File: src/rtl/fenotipo_pkg.sv
// Shared parameter set, derived widths, node indexing and FSM states for the phenotype evaluators.
package fenotipo_pkg;

    localparam int unsigned IN        = 4;
    localparam int unsigned OUT       = 2;
    localparam int unsigned ROW       = 4;
    localparam int unsigned COL       = 4;
    localparam int unsigned K         = 4;

    localparam int unsigned TT        = 2 ** K;
    localparam int unsigned NODES     = IN + ROW * COL;
    localparam int unsigned BITS_ELEM = $clog2(NODES);
    localparam int unsigned BITS_MAT  = TT * ROW * COL;
    localparam int unsigned CROM_W    = BITS_MAT + BITS_ELEM * OUT;
    localparam int unsigned NVEC      = 2 ** IN;
    localparam int unsigned TGT_W     = OUT * NVEC;
    localparam int unsigned FIT_W     = $clog2(OUT * NVEC + 1);
    localparam int unsigned COL_W     = (COL > 1) ? $clog2(COL) : 1;
    localparam int unsigned VEC_W     = IN;

    // Global node index of LUT (r,c); primary inputs occupy 0..IN-1.
    function automatic int unsigned node_index(input int unsigned c, input int unsigned r);
        return IN + c * ROW + r;
    endfunction

    typedef enum logic [1:0] {
        IDLE = 2'd0,
        EVAL = 2'd1,
        CMP  = 2'd2,
        DONE = 2'd3
    } state_t;

endpackage

File: src/rtl/fenotipo_fitness_serial_lut_column.sv
// One column of ROW K-input LUTs; purely combinational.
module fenotipo_fitness_serial_lut_column
    import fenotipo_pkg::*;
(
    input  logic [ROW*TT-1:0] i_desc,
    input  logic [ROW*K-1:0]  i_sel,
    output logic [ROW-1:0]    o_out_c
);

    // Each LUT output is its truth-table bit addressed by its K inputs.
    for (genvar r = 0; r < ROW; r++) begin : g_lut
        logic [TT-1:0] w_tt;
        logic [K-1:0]  w_addr;
        assign w_tt       = i_desc[r*TT +: TT];
        assign w_addr     = i_sel[r*K +: K];
        assign o_out_c[r] = w_tt[w_addr];
    end

endmodule

File: src/rtl/fenotipo_fitness_serial.sv
// Serial fitness evaluator: sweeps every input vector through the LUT grid one column per cycle.
module fenotipo_fitness_serial
    import fenotipo_pkg::*;
(
    input  logic              clk,
    input  logic              rst_n,
    input  logic              start,
    input  logic [CROM_W-1:0] cromossomo,
    input  logic [TGT_W-1:0]  target,
    output logic              busy,
    output logic              done,
    output logic [FIT_W-1:0]  fitness
);

    state_t              r_state, w_state_nxt;
    logic [CROM_W-1:0]   r_crom, w_crom_nxt;
    logic [TGT_W-1:0]    r_tgt, w_tgt_nxt;
    logic [VEC_W-1:0]    r_vec, w_vec_nxt;
    logic [COL_W-1:0]    r_col, w_col_nxt;
    logic [FIT_W-1:0]    r_acc, w_acc_nxt;
    logic [ROW*COL-1:0]  r_node, w_node_nxt;
    logic                r_busy, w_busy_nxt;
    logic                r_done, w_done_nxt;
    logic [FIT_W-1:0]    r_fitness, w_fit_nxt;

    logic [ROW*TT-1:0]   w_desc;
    logic [ROW*K-1:0]    w_lin;
    logic [ROW-1:0]      w_col_out;
    logic [NODES-1:0]    w_all;
    logic [FIT_W-1:0]    w_add;

    // Column mux: descriptors and LUT inputs for the column currently being evaluated.
    always_comb begin
        int c_prev;
        w_desc = '0;
        w_lin  = '0;
        c_prev = int'(r_col) - 1;
        for (int r = 0; r < ROW; r++) begin
            w_desc[r*TT +: TT] = r_crom[TT*(COL*r + int'(r_col)) +: TT];
            for (int t = 0; t < K; t++) begin
                if (r_col == '0) begin
                    w_lin[r*K + t] = r_vec[(r + t) % IN];
                end else begin
                    w_lin[r*K + t] = r_node[c_prev*ROW + ((r + t) % ROW)];
                end
            end
        end
    end

    fenotipo_fitness_serial_lut_column u_lut_column (
        .i_desc  (w_desc),
        .i_sel   (w_lin),
        .o_out_c (w_col_out)
    );

    // Output selection and match count for the current vector; out-of-range selectors read 0.
    always_comb begin
        logic [BITS_ELEM-1:0] sel;
        logic                 o;
        w_all = {r_node, r_vec};
        w_add = '0;
        for (int k = 0; k < OUT; k++) begin
            sel = r_crom[BITS_MAT + BITS_ELEM*k +: BITS_ELEM];
            o   = ({1'b0, sel} < (BITS_ELEM+1)'(NODES)) ? w_all[sel] : 1'b0;
            if (o == r_tgt[int'(r_vec)*OUT + k]) begin
                w_add = w_add + FIT_W'(1);
            end
        end
    end

    // State register.
    always_ff @(posedge clk or negedge rst_n) begin
        if (!rst_n) r_state <= IDLE;
        else        r_state <= w_state_nxt;
    end

    // Next-state and datapath/output next values.
    always_comb begin
        w_state_nxt = r_state;
        w_crom_nxt  = r_crom;
        w_tgt_nxt   = r_tgt;
        w_vec_nxt   = r_vec;
        w_col_nxt   = r_col;
        w_acc_nxt   = r_acc;
        w_node_nxt  = r_node;
        w_busy_nxt  = r_busy;
        w_done_nxt  = 1'b0;
        w_fit_nxt   = r_fitness;
        case (r_state)
            IDLE: begin
                if (start) begin
                    w_crom_nxt  = cromossomo;
                    w_tgt_nxt   = target;
                    w_vec_nxt   = '0;
                    w_col_nxt   = '0;
                    w_acc_nxt   = '0;
                    w_busy_nxt  = 1'b1;
                    w_state_nxt = EVAL;
                end
            end
            EVAL: begin
                w_node_nxt[int'(r_col)*ROW +: ROW] = w_col_out;
                if (r_col == COL_W'(COL - 1)) w_state_nxt = CMP;
                else                          w_col_nxt   = r_col + COL_W'(1);
            end
            CMP: begin
                w_acc_nxt = r_acc + w_add;
                if (r_vec == VEC_W'(NVEC - 1)) begin
                    w_fit_nxt   = r_acc + w_add;
                    w_done_nxt  = 1'b1;
                    w_state_nxt = DONE;
                end else begin
                    w_vec_nxt   = r_vec + VEC_W'(1);
                    w_col_nxt   = '0;
                    w_state_nxt = EVAL;
                end
            end
            DONE: begin
                w_busy_nxt  = 1'b0;
                w_state_nxt = IDLE;
            end
            default: w_state_nxt = IDLE;
        endcase
    end

    // Datapath and registered outputs.
    always_ff @(posedge clk or negedge rst_n) begin
        if (!rst_n) begin
            r_crom    <= '0;
            r_tgt     <= '0;
            r_vec     <= '0;
            r_col     <= '0;
            r_acc     <= '0;
            r_node    <= '0;
            r_busy    <= 1'b0;
            r_done    <= 1'b0;
            r_fitness <= '0;
        end else begin
            r_crom    <= w_crom_nxt;
            r_tgt     <= w_tgt_nxt;
            r_vec     <= w_vec_nxt;
            r_col     <= w_col_nxt;
            r_acc     <= w_acc_nxt;
            r_node    <= w_node_nxt;
            r_busy    <= w_busy_nxt;
            r_done    <= w_done_nxt;
            r_fitness <= w_fit_nxt;
        end
    end

    assign busy    = r_busy;
    assign done    = r_done;
    assign fitness = r_fitness;

endmodule

File: config.mk
export PLATFORM = sky130hd
export DESIGN_NAME = fenotipo_fitness_serial
export DESIGN_NICKNAME = d
export VERILOG_FILES = /design/src/rtl/fenotipo_pkg.sv /design/src/rtl/fenotipo_fitness_serial_lut_column.sv /design/src/rtl/fenotipo_fitness_serial.sv
export SDC_FILE = /design/constraint.sdc
export NUM_CORES = 1
export LEC_CHECK = 0
export ABC_AREA = 1
export ABC_CLOCK_PERIOD_IN_PS = 4200
export CAP_MARGIN = 5
export CORE_ASPECT_RATIO = 1.75
export CORE_MARGIN = 2
export CORE_UTILIZATION = 53
export CTS_CLUSTER_SIZE = 24
export DETAILED_ROUTE_END_ITERATION = 16
export PLACE_DENSITY_LB_ADDON = 0.08
export REMOVE_ABC_BUFFERS = 1
export SLEW_MARGIN = 10
export SYNTH_ARGS = -nofsm -noshare
export SYNTH_HDL_FRONTEND = slang
export SYNTH_SLANG_ARGS = --single-unit
export TNS_END_PERCENT = 50
File: constraint.sdc
create_clock -name clk -period 4.2 [get_ports clk]
set_clock_uncertainty 0.15 [all_clocks]
set_input_delay 0.84 -clock clk [delete_from_list [all_inputs] [get_ports clk]]
set_output_delay 0.84 -clock clk [all_outputs]
set_load 0.02 [all_outputs]
==> metrics.yaml, run 1 <==
hp-class: "in -> async"
drtIter0Drc: 1058
grt_antenna_before_repair: 3
start_kind: "register"
tightest_slew_ns: 1.03
cts_buffers: 34
clkSinkCount: 336
path_cells: "inv_1 -> a21oi_1 -> a22oi_1 -> nand2_1 -> o211ai_1 -> o211ai_1 -> xor2_1 -> ha_1 -> ha_1 -> fa_1 -> nand3_1 -> xor2_1 -> o21ai_0"
num_vias: 15357
synth_ff_type: "dfrtp_1"
ys_seq_area_share_pct: 51.0
p_per_area_nw_per_um2: 765
async_flop_share_pct: 100
max_freq_mhz: 277
critPathKind: "reg -> reg"
p_leak_nw: 10.3
hold_violations: 0
power_mw: 16.0
grt_max_degree: 217
syn-mean-instance-area_sq_um: 7.53
cts_buffer_depth: 3
die_w_microns: 137
syn_area_sq_um: 16500
final_cell_mix: "1024 x nand2_1, 334 x dfrtp_1, 307 x clkdlybuf4s50_1"
area_growth_pct: 26.6
die_h_microns: 237
drcViolationCount: 0
crit_slowest_cell: "dfrtp_1"
antenna_left: 0
clk_pin_slew_ns: 0.06
grt_pass1_wl_microns: 79400
io_pins: 309
cts_setup_buffers: 0
min_period_ns: 3.61
final_common_cell: "nand2_1"
cp.required_ns: 4.45
setup_viol_count_final: 0
first_pass_iters: 5
period_share_pct: 85.9
layout-drive-gt1-share_pct: 3.84
slew_headroom_pct: 31.6
maxSlewViolCount: 0
crit_path_end_kind: "register"
grtUsageTotal_pct: 31.3
syn_inst: 2190
dieArea_sq_um: 32600
portBuffers: 308
place.gp.congestion: 1.02
maxCapViolCount: 0
status: "completed"
root_buffer: "clkbuf_16"
rows: 85
vias_per_cell: 5.41
h-tree-depth: 2
cts_tree: "done"
final_util_pct: 67.9
cp_max_fo: 15
start_util_pct: 53.6
yosysWarnings: 0
synth.ff_latch_count: 336
ys_types: 35
wire_per_inst_microns: 17.7
grt_pass1_vias: 15439
cts_resized: 0
peakVddDrop_uv: 630
dpl.hpwl_microns: 34600
worstSkewPairLatency_ns: 0.52
critPathArrivalTime_ns: 3.86
coreArea_sq_um: 30700
synth_edf_count: 0
overflow: 0
critPathMaxStageDelay_ns: 0.53
nets: 2736
hold_buffers: 0
rsz0062_at_grt: "no"
drt_wl_total_microns: 50200
-- per-layer routing --
metal,vias to the layer above,wire length (microns),GRT usage (%)
met5,-,0,0
met1,7302,18600,36.1
met2,538,26400,56.0
met3,127,2380,3.80
met4,0,2720,16.3
li1,7390,-,-
-- synth_stat cells, types with 2 or more instances --
cell	count	area share (%)
nor2_2	6	0.23
o21ai_1	7	0.21
inv_2	4	0.091
a21oi_1	107	3.2
o21ai_0	159	4.8
nand4_1	5	0.19
a22oi_1	13	0.59
a22o_1	3	0.16
o211ai_1	23	1.0
nand2_1	1024	23
nand2_2	4	0.15
clkbuf_1	69	1.6
buf_1	6	0.14
nand3_1	114	3.5
dfrtp_1	336	51
a32o_1	4	0.24
a31oi_1	2	0.076
nand3_4	2	0.21
buf_2	24	0.73
nor2_1	93	2.1
buf_6	15	1.0
buf_4	14	0.64
xnor2_1	3	0.16
o22ai_1	12	0.46
xor2_1	4	0.21
ha_1	10	0.76
inv_1	119	2.7
-- worst max-delay path, delay by kind of cell, from the launching register on --
family	cells	cell delay, ns
adders and majority gates	3	0.93
AOI/OAI and AO/OA	5	0.78
DFF	1	0.53
buffers and inverters	1	0.50
xor gates and xnor gates	2	0.37
and+or+nand+nor	2	0.22
-- metrics by stage --
step	TNS (ns)	std cells	instance area (sq um)	setup slack [ns]	hold WS, ns
floorplan	-2596.54	2062	15800	-8.59	0.294
global placement	0	2779	19600	0.719	0.306
detailed placement	0	2779	19600	0.624	0.310
CTS	0	2838	20900	0.614	0.242
global route	0	2841	20900	0.296	0.220
finish	0	2841	20900	0.592	0.147
-- logic make-up (layout without fill, tap and decap cells) --
| group | count (synthesis) | in the layout | share of synthesized area, % |
|---|---|---|---|
| adder cells (fa/ha/maj) | 11 | 11 | 0.880 |
| AO/OA/AOI/OAI | 332 | 332 | 11.0 |
| buffers and inverters | 252 | 509 | 6.92 |
| other | 0 | 3 | 0 |
| flip-flops | 336 | 336 | 51.0 |
| XOR/XNOR | 7 | 7 | 0.372 |
| AND/OR/NAND/NOR | 1252 | 1252 | 29.9 |
-- flip-flops by register name, summed over array words and instances (netlist names) --
signal and cells:
r_crom 266, r_tgt 32, r_node 16, fitness 6, r_acc 6, r_vec 4, r_col 2, r_state 2
busy 1, done 1
-- path summary, 6_finish.rpt --
path	slack, ns	to	cells after the start	startpoint
setup / recovery	0.59	fitness[4]	13	r_vec[1]
hold / removal	0.15	r_tgt[19]	1	rst_n
setup reg to reg	0.59	fitness[4]	13	r_vec[1]
hold reg to reg	0.32	r_crom[165]	2	r_crom[165]
max in group asynchronous	2.68	r_crom[148]	2	rst_n
min in group clk	0.32	r_crom[165]	2	r_crom[165]
-- area by class of cell --
class | instances | area [sq um]
Timing Repair Buffer | 326 | 3300
Sequential cell | 336 | 8420
Antenna cell | 3 | 7.51
Inverter | 124 | 475
Clock inverter | 6 | 158
Tap cell | 391 | 489
Multi-Input combinational cell | 1602 | 6950
Fill cell | 2695 | 9870
Clock buffer | 53 | 1080
-- power by group --
part	switching (mW)	total (mW)	internal, mW
Combinational	4.72	7.09	2.37
Clock	1.28	3.35	2.07
Sequential	0.831	5.54	4.70
(Power assumes the default switching activity.)
==> run 2: changes to the inputs <==
- SYNTH_HIERARCHICAL: default -> 1
==> metrics.yaml, run 2 <==
status: "completed"
grt_max_degree: 159  # -27%
syn_area_sq_um: 16500  # about the same
grt_pass1_wl_microns: 77800  # -2.0%
path_common_cell: "nand2_1"
coreArea_sq_um: 30700  # unchanged
final_util_pct: 68.1  # +0.20 points
grt_antenna_before_repair: 0  # -3
syn_inst: 2223  # +1.5%
cts_resized: 0  # unchanged
cts_tree: "done"
portBuffers: 308  # unchanged
ys_seq_area_share_pct: 51.0  # about the same
start_kind: "register"
cts_setup_buffers: 0  # unchanged
synth_ff_type: "dfrtp_1"
internal_power_mw: 9.40  # +2.8%
rrSetupSlack_ns: 0.59  # about the same
wire_per_inst_microns: 17.0  # -3.9%
rows: 85  # unchanged
area_growth_pct: 27.0
vias_per_cell: 5.35  # -1.1%
r2r_cells: 12  # -1
maxCapViolCount: 0  # unchanged
setup_viol_count_final: 0  # unchanged
r2r-end: "r_node[12]"
cts_buffers: 34  # unchanged
drt_wl_total_microns: 48900  # -2.6%
instances_no_fill: 2879  # +1.3%
p_sw_share_pct: 43.4  # +0.63 points
place.gp.congestion: 0.909  # -11%
dieArea_sq_um: 32600  # about the same
path_cells: "buf_4 -> buf_4 -> o21ai_0 -> o22ai_1 -> nand2_1 -> nand2_1 -> nand2_1 -> nand3_1 -> nand3_1 -> nand2_1 -> nand3_1 -> o21ai_0"
num_vias: 15395  # +0.25%
async_flop_share_pct: 100  # unchanged
place_inst: 2821  # +1.5%
cp_top_family: "buffers and inverters"
power.switching_mw: 7.21  # +5.5%
worstSkewPairLatency_ns: 0.53  # about the same
largest_register: "r_crom"
synth.ff_latch_count: 336  # unchanged
crit_path_end_kind: "register"
yosysWarnings: 6  # +6
final_common_cell: "nand2_1"
critPathMaxStageDelay_ns: 0.67  # +0.14 ns
fill_cells: 2649  # -1.7%
period_share_pct: 86.1  # +0.15 points
start_util_pct: 53.6  # about the same
fin_ws_ns: 0.586  # -0.00623 ns
yosysTopAreaCell: "dfrtp_1"
first_pass_iters: 5  # unchanged
syn-mean-instance-area_sq_um: 7.41  # -1.5%
critPathArrivalTime_ns: 3.89  # +0.03 ns
clk_pin_slew_ns: 0.07  # about the same
seq_power_share_pct: 33.5  # -1.2 points
die_w_microns: 137  # about the same
crit_buf_inv: 2  # +1
die_h_microns: 237  # about the same
peakVddDrop_uv: 778  # +23%
p_leak_nw: 10.6  # +3.1%
hp-class: "in -> async"
io_pins: 309  # unchanged
synth_area_leaders: "dfrtp_1 51%, nand2_1 25%, o21ai_0 5.3%"
final_cell_mix: "1086 x nand2_1, 334 x dfrtp_1, 307 x clkdlybuf4s50_1"
rsz0062_at_grt: "no"
maxSlewViolCount: 0  # unchanged
overflow: 0  # unchanged
hold_violations: 0  # unchanged
max_freq_mhz: 277  # -0.17%
top_regs: "r_crom: 266 flops, r_tgt: 32 flops, r_node: 16 flops"
cp_max_fo: 85  # +70
drtIter0Drc: 1045  # -1.2%
drcViolationCount: 0  # unchanged
antenna_left: 0  # unchanged
clkSinkCount: 336  # unchanged
min_period_ns: 3.61  # +0.00623 ns
grtUsageTotal_pct: 30.4  # -0.98 points
hold_buffers: 0  # unchanged
crit_slowest_cell: "buf_4"
synth_edf_count: 0  # unchanged
rr_startpoint: "r_col[0]"
cp.required_ns: 4.48  # +0.03 ns
tightest_slew_ns: 1.05  # +0.0254 ns
largest_reg_flops: 266  # unchanged
root_buffer: "clkbuf_16"
place_ws_ns: 0.679  # +0.0542 ns
yosysTopAreaCellShare_pct: 51.0  # about the same
power_frac_clock_pct: 20.2  # -0.7 points
h-tree-depth: 2  # unchanged
slew_headroom_pct: 29.9  # -1.7 points
dpl.hpwl_microns: 33600  # -2.7%
critPathKind: "reg -> reg"
layout-drive-gt1-share_pct: 4.46  # +0.62 points
combPwrFrac_pct: 46.3  # +1.9 points
yosysMostFrequentCell: "nand2_1"
antenna-diode-count: 0  # -3
synthTopCellsByCount: "1086 x nand2_1, 336 x dfrtp_1, 173 x o21ai_0, 159 x nor2_1, 106 x inv_1"
ys_types: 29  # -17%
p_per_area_nw_per_um2: 794  # +3.7%
nets: 2778  # +1.5%
grt_pass1_vias: 15614  # +1.1%
cts_buffer_depth: 3  # unchanged
==> run 2: cell types whose count changed after synthesis, moves of 23 or more <==
| cell | previous run | this run |
|---|---|---|
| a21oi_1 | 107 | 13 |
| nor2_1 | 93 | 159 |
| nand2_1 | 1024 | 1086 |
| o22ai_1 | 12 | 71 |
| clkbuf_1 | 69 | 37 |
| buf_2 | 24 | 48 |
| o211ai_1 | 23 | 0 |
==> run 2: cell families (layout without fill, tap and decap cells) <==
logic type / after synthesis / in the layout / synth area share (%)
compound gates: 265 / 265 / 8.66
flops: 336 / 336 / 51.0
buf+inv: 244 / 509 / 7.14
simple gates: 1363 / 1363 / 32.1
fa+ha+maj: 11 / 11 / 0.881
xor+xnor: 4 / 4 / 0.213
==> run 2: worst max-delay path by stage <==
stage	start	depth (start not counted)	endpoint	slack, ns
finish	r_col[0]	12	r_node[12]	0.59
global route	r_col[0]	12	r_node[12]	0.33
CTS	r_col[0]	12	r_node[12]	0.64
detailed placement	r_col[0]	12	r_node[12]	0.68
global placement	r_col[0]	12	r_node[12]	0.77
floorplan	start	3	r_crom[256]	-3.04
==> run 2: worst reg2reg max path, delay by kind of cell, from the launching register on <==
family                 cells  cell delay (ns)
buffers and inverters      2             1.36
flip-flops                 1             0.43
AND/OR/NAND/NOR            7             0.69
AO/OA/AOI/OAI              3             0.90
==> run 2: per-layer routing <==
| metal | GRT usage [%] | wire, microns | vias to the layer above |
|---|---|---|---|
| met5 | 0 | 0 | - |
| met4 | 13.3 | 2110 | 0 |
| met3 | 3.35 | 2400 | 122 |
| met2 | 54.6 | 25800 | 531 |
| met1 | 36.0 | 18600 | 7303 |
| li1 | - | - | 7439 |
==> run 2: per-stage QoR <==
step	hold WS [ns]	TNS [ns]	power [mW]	area [sq um]
floorplan	0.294	-905.90	10.6	15800
detailed placement	0.310	0	13.2	19700
global placement	0.307	0	13.0	19700
finish	0.0971	0	16.6	20900
CTS	0.138	0	16.6	20900
global route	0.146	0	17.9	20900
==> run 2: area by class of cell <==
class	instances	area (sq um)	share of cell area, %
repair buffers	333	3350	16.0
multi-input cells	1643	6970	33.3
clock inverters	16	277	1.32
inverters	118	483	2.31
flip-flops and latches	336	8410	40.2
well taps	391	489	2.34
clock buffers	42	952	4.55
==> run 2: power groups by stage <==
stage	logic (mW)	clock network [mW]	registers [mW]
2_1_floorplan	5.14	0	5.49
6_report	7.69	3.35	5.57
5_1_grt	8.68	3.52	5.73
3_5_place_dp	7.61	0	5.58
4_1_cts	7.67	3.39	5.55
3_3_place_gp	7.45	0	5.53
